### src/rtl/proc_io_bridge.sv
// ============================================================================
//  Module   : proc_io_bridge
//  Brief    : Processor I/O bridge. One input FIFO feeds a zero-latency
//             processor read port; two FWFT output FIFOs capture processor
//             writes. Define PROC_IO_BRIDGE_ERR_EN for sticky error flags.
//  Revision : 1.0 - initial release
// ============================================================================
`default_nettype none

module proc_io_bridge #(
    parameter int NBITS_IN  = 23,
    parameter int NBITS_OUT = 32,
    parameter int DEPTH     = 16
) (
    input  logic                 clk,
    input  logic                 rst,
    // external source -> input FIFO
    input  logic [NBITS_IN-1:0]  s_data,
    input  logic                 s_valid,
    output logic                 s_ready,
    // processor side
    input  logic                 proc_req_in,
    output logic [NBITS_IN-1:0]  proc_io_in,
    input  logic [NBITS_OUT-1:0] proc_io_out,
    input  logic [1:0]           proc_out_en,
    // output FIFOs -> external sinks
    output logic [NBITS_OUT-1:0] m0_data,
    output logic                 m0_valid,
    input  logic                 m0_ready,
    output logic [NBITS_OUT-1:0] m1_data,
    output logic                 m1_valid,
    input  logic                 m1_ready,
    // error flags
    input  logic                 err_clr,
    output logic                 underflow,
    output logic                 overflow
);

    localparam int              c_aw   = (DEPTH > 1) ? $clog2(DEPTH) : 1;
    localparam int              c_cw   = c_aw + 1;
    localparam logic [c_cw-1:0] c_full = c_cw'(DEPTH);

    // ------------------------------------------------------------------
    // Input FIFO
    // ------------------------------------------------------------------
    logic [NBITS_IN-1:0] r_in_mem [DEPTH];
    logic [c_aw-1:0]     r_in_wr;
    logic [c_aw-1:0]     r_in_rd;
    logic [c_cw-1:0]     r_in_cnt;
    logic                r_in_live;
    logic                w_in_full;
    logic                w_in_empty;
    logic                w_in_push;
    logic                w_in_pop;
    logic                w_uflow_evt;

    assign w_in_full   = (r_in_cnt == c_full);
    assign w_in_empty  = (r_in_cnt == '0);
    // r_in_live holds s_ready low through reset and up to the first edge after it
    assign s_ready     = r_in_live & ~w_in_full;
    assign w_in_push   = s_valid & s_ready;
    assign w_in_pop    = proc_req_in & ~w_in_empty;
    assign w_uflow_evt = proc_req_in & w_in_empty;
    assign proc_io_in  = w_in_pop ? r_in_mem[r_in_rd] : '0;

    always_ff @(posedge clk or posedge rst) begin
        if (rst) begin
            r_in_wr   <= '0;
            r_in_rd   <= '0;
            r_in_cnt  <= '0;
            r_in_live <= 1'b0;
        end else begin
            r_in_live <= 1'b1;
            if (w_in_push) begin
                r_in_wr <= r_in_wr + c_aw'(1);
            end
            if (w_in_pop) begin
                r_in_rd <= r_in_rd + c_aw'(1);
            end
            case ({w_in_push, w_in_pop})
                2'b10:   r_in_cnt <= r_in_cnt + c_cw'(1);
                2'b01:   r_in_cnt <= r_in_cnt - c_cw'(1);
                default: r_in_cnt <= r_in_cnt;
            endcase
        end
    end

    always_ff @(posedge clk) begin
        if (w_in_push) begin
            r_in_mem[r_in_wr] <= s_data;
        end
    end

    // ------------------------------------------------------------------
    // Output FIFOs: index 0 is port address 1, index 1 is port address 2
    // ------------------------------------------------------------------
    logic [NBITS_OUT-1:0] w_m_data [2];
    logic [1:0]           w_m_valid;
    logic [1:0]           w_m_ready;
    logic [1:0]           w_oflow_evt;

    assign w_m_ready = {m1_ready, m0_ready};

    for (genvar gi = 0; gi < 2; gi++) begin : g_out
        logic [NBITS_OUT-1:0] r_mem [DEPTH];
        logic [c_aw-1:0]      r_wr;
        logic [c_aw-1:0]      r_rd;
        logic [c_cw-1:0]      r_cnt;
        logic                 w_cap;
        logic                 w_full;
        logic                 w_push;
        logic                 w_pop;

        assign w_cap  = (proc_out_en == 2'(gi + 1));
        // fullness is pre-edge: a same-cycle pop does not make room
        assign w_full = (r_cnt == c_full);
        assign w_push = w_cap & ~w_full;
        assign w_pop  = w_m_valid[gi] & w_m_ready[gi];

        assign w_oflow_evt[gi] = w_cap & w_full;
        assign w_m_valid[gi]   = (r_cnt != '0);
        assign w_m_data[gi]    = r_mem[r_rd];

        always_ff @(posedge clk or posedge rst) begin
            if (rst) begin
                r_wr  <= '0;
                r_rd  <= '0;
                r_cnt <= '0;
            end else begin
                if (w_push) begin
                    r_wr <= r_wr + c_aw'(1);
                end
                if (w_pop) begin
                    r_rd <= r_rd + c_aw'(1);
                end
                case ({w_push, w_pop})
                    2'b10:   r_cnt <= r_cnt + c_cw'(1);
                    2'b01:   r_cnt <= r_cnt - c_cw'(1);
                    default: r_cnt <= r_cnt;
                endcase
            end
        end

        always_ff @(posedge clk) begin
            if (w_push) begin
                r_mem[r_wr] <= proc_io_out;
            end
        end
    end

    assign m0_data  = w_m_data[0];
    assign m1_data  = w_m_data[1];
    assign m0_valid = w_m_valid[0];
    assign m1_valid = w_m_valid[1];

    // ------------------------------------------------------------------
    // Sticky error flags
    // ------------------------------------------------------------------
`ifdef PROC_IO_BRIDGE_ERR_EN
    logic r_uflow;
    logic r_oflow;

    // a new event in the clear cycle keeps the flag set
    always_ff @(posedge clk or posedge rst) begin
        if (rst) begin
            r_uflow <= 1'b0;
            r_oflow <= 1'b0;
        end else begin
            if (w_uflow_evt) begin
                r_uflow <= 1'b1;
            end else if (err_clr) begin
                r_uflow <= 1'b0;
            end
            if (|w_oflow_evt) begin
                r_oflow <= 1'b1;
            end else if (err_clr) begin
                r_oflow <= 1'b0;
            end
        end
    end

    assign underflow = r_uflow;
    assign overflow  = r_oflow;
`else
    logic w_unused_err;

    assign w_unused_err = ^{err_clr, w_uflow_evt, w_oflow_evt};
    assign underflow    = 1'b0;
    assign overflow     = 1'b0;
`endif

endmodule

`default_nettype wire

### config.mk
export PLATFORM = sky130hd
export DESIGN_NAME = proc_io_bridge
export DESIGN_NICKNAME = d
export VERILOG_FILES = /design/src/rtl/proc_io_bridge.sv
export SDC_FILE = /design/constraint.sdc
export NUM_CORES = 1
export LEC_CHECK = 0
export CAP_MARGIN = 15
export CORE_UTILIZATION = 65
export DETAILED_ROUTE_END_ITERATION = 8
export PLACE_DENSITY_LB_ADDON = 0.05
export SLEW_MARGIN = 10
export SYNTH_ARGS = -nofsm -noshare
export SYNTH_HDL_FRONTEND = slang
export SYNTH_SLANG_ARGS = --single-unit
### constraint.sdc
create_clock -name clk -period 5.8 [get_ports clk]
set_input_delay 0.87 -clock clk [delete_from_list [all_inputs] [get_ports clk]]
set_output_delay 0.87 -clock clk [all_outputs]
set_load 0.02 [all_outputs]
==> results.md <==
* Maximum capacitance violations at 0
* Reg clk slew, reported paths at 0.06 ns
* Biggest area consumer among synthesized cells: edfxtp_1
* Setup Buffers After CTS at 0
* Setup crit end kind: output pin
* Startpoint types: register
* Cts hold-fix bufs at 0
* Die X at 293 µm
* RSZ-0062 raised after global routing: false
* Worst-margin pin slew at 1.26 ns
* Post-synth EDFFs at 1392
* Nets at 2802
* Clk_skew at 0.0254 ns
* Gr ovfl total at 0
* Std-Cell Rows at 106
* Prevailing post-synth register cell: edfxtp_1
* Worst-skew pair later-pin latency at 0.73 ns
* Fin. Hold Viols at 0
* Synth-to-Final Area Change at 14.6%
* Cell count after synthesis at 2466
* Core Footprint at 83700 µm²
* Placement Cell Area at 58200 µm²
* Vias in the first global route at 26900
* Layout fillers at 4522
* Tmin final at 4.78 ns
* Final HPWL DP at 62.7 mm
* CP delay by family, top: buffers and inverters
* CTS tree: built
* Worst hold path class: register to register
* Power Density at 485 nW/µm²
* Cell Chain, Critical Path: buf_4 -> mux4_2 -> mux2_2 -> o21ai_2 -> a21oi_1 -> clkdlybuf4s50_1
* Share of layout cells above drive strength 1 at 26.1%
* Post-route cell area at 63000 µm²
* CTS Root Cell: clkbuf_16
* Largest net degree at the start of global routing at 71
* First-pass GRT wire length at 172 mm
* DRC viols at 0
* WP buf/inv at 2
* Synth cell types at 56
* DR vias/cell at 6.52
* PostCTS Resize Cnt at 0
* DR WL/cell at 29.4 µm
* Port bufs at 152
* Yosys warns at 0
* Synth Register Bits at 1432
* Pre-antenna DRT Iters at 7
* Clock buffer depth at 3
* # clock sinks at 1432
* DIE HEIGHT at 293 µm
* Status: finished clean
* Crit-path slowest cell: dfrtp_4
* R2R setup slack at 2.20 ns
* Crit Path Max Fanout at 52
* Post-Syn Area at 55000 µm²
* Critical Path Max Stage Delay at 1.02 ns
* Worst path arrival time at 3.91 ns
* Slew headroom at 15.5%
* WL final at 117 mm
* Pins over their slew limit at 0
* Final setup vio count at 0
* Async SR Flop Fraction at 2.79%
* Most frequent cells in the layout: edfxtp_1 (1392), mux4_2 (343), clkdlybuf4s50_1 (152)
* Synth top area share at 76.0%
* Routed Antenna Nets at 0
* Initial Utilization at 65.7%
* GP Congestion at 0.756
* GRT Overall Usage at 27.8%
* Setup TNS at 0 ns
* VDD IR max at 0.436 mV
* Mean Syn Cell Area at 22.3 µm²
* # IOs at 156
* Register area share after synthesis at 77.8%
* Setup CP Type: register to output pin
* CTS buffer count at 141
* Ranking of synthesized cells by area: edfxtp_1 (76%), mux4_2 (14%), dfrtp_1 (1.8%)
* H-Tree Depth at 4
* Commonest non-fill, non-tap cell in the layout: edfxtp_1
* Critical Path RT at 4.93 ns
* Initial antenna violation count at 4
* Part of the cycle the worst path needs at 82.4%
* Area of the die at 85800 µm²
* FMAX at 209 MHz
* Iteration-0 DRC Markers at 2472
* Via Count at 25800
* Leakage at 0.0201 µW
==> layout make-up <==
| class | instances | area [µm²] | share of cell area, % |
|---|---|---|---|
| timing repair buffer | 236 | 2300 | 3.65 |
| antenna | 3 | 7.51 | 0.0119 |
| inverter | 19 | 73.8 | 0.117 |
| clock buffer | 181 | 3790 | 6.02 |
| multi-input combinational | 879 | 11800 | 18.7 |
| sequential | 1432 | 42800 | 67.9 |
| tap | 1134 | 1420 | 2.25 |
| clock inverter | 76 | 843 | 1.34 |
==> cells by family (layout without fill, tap and decap cells) <==
logic type      after synthesis  after routing  synth area share, %
xor+xnor                     28             28                0.446
other cells                   2              6               0.0137
flops                      1432           1432                 77.8
fa+ha+maj                    29             29                0.687
mux                         402            402                 15.2
compound gates              210            210                 2.72
simple gates                207            207                 1.75
buf+inv                     156            512                 1.37
==> final timing paths <==
kind,depth (start not counted),to,startpoint
max reg2reg,9,r_in_cnt[4],r_in_cnt[1]
min in group asynchronous,2,r_in_cnt[0],rst
min,1,r_in_cnt[0],r_in_cnt[0]
min reg2reg,1,r_in_cnt[0],r_in_cnt[0]
max in group asynchronous,2,g_out[0].r_rd[0],rst
max,6,proc_io_in[7],r_in_rd[2]
==> where the power goes <==
part / total (µW) / switching [µW] / internal (µW) / leakage (µW)
clock: 9080 / 3800 / 5290 / 0.00224
sequential: 12800 / 833 / 12000 / 0.0130
combinational: 8650 / 4510 / 4140 / 0.00488
total: 30600 / 9140 / 21400 / 0.0201
==> Yosys cell counts (3+ instances only) <==
cell type  count
a21o_1         3
a21oi_1       28
a22oi_1      129
and2_1         5
and3_1         4
buf_1         16
buf_2         44
buf_4          3
buf_6         10
clkbuf_1      62
dfrtp_1       40
edfxtp_1    1392
ha_1          27
inv_1         18
mux2_2        28
mux2i_1       30
mux4_2       343
nand2_1       95
nand2b_1       6
nand3_1        7
nand3b_1       3
nand4_1        8
nor2_1        40
nor2b_1        7
nor3_1        13
nor3b_1        3
nor4_1         6
nor4b_1        3
o21a_1         3
o21ai_0       10
o21ai_1       13
o21ai_2        8
o311ai_0       3
xnor2_1       19
xor2_1         9
==> per-stage QoR <==
step | power [µW] | std cells | setup slack [ns] | hold slack [ns] | utilization (%)
6_report | 30600 | 3960 | 1.02 | 0.533 | 75.3
5_1_grt | 31700 | 3960 | 0.787 | 0.578 | 75.3
4_1_cts | 30800 | 3947 | 0.920 | 0.538 | 75.1
3_5_place_dp | 21700 | 3690 | 1.44 | 0.527 | 69.6
3_3_place_gp | 21500 | 3690 | 1.47 | 0.504 | 69.6
2_1_floorplan | 18600 | 2467 | 1.49 | 0.479 | -
==> registers in the layout (all words and copies together), names as in the netlist, 4 cells and up <==
name / count
g_out.r_mem: 1024
g_out.r_rd: 8
g_out.r_wr: 8
r_in_mem: 368
r_in_cnt: 5
r_in_rd: 4
g_out.r_cnt: 10
r_in_wr: 4
==> metal layers <==
layer,up-vias,part of all wire (%),global-route usage (%)
li1,10900,-,-
met2,973,52,47.7
met5,-,0,0
met4,0,2.5,8.73
met1,13800,39,37.8
met3,208,5.8,3.76
Power figures use the tool's default switching activity.
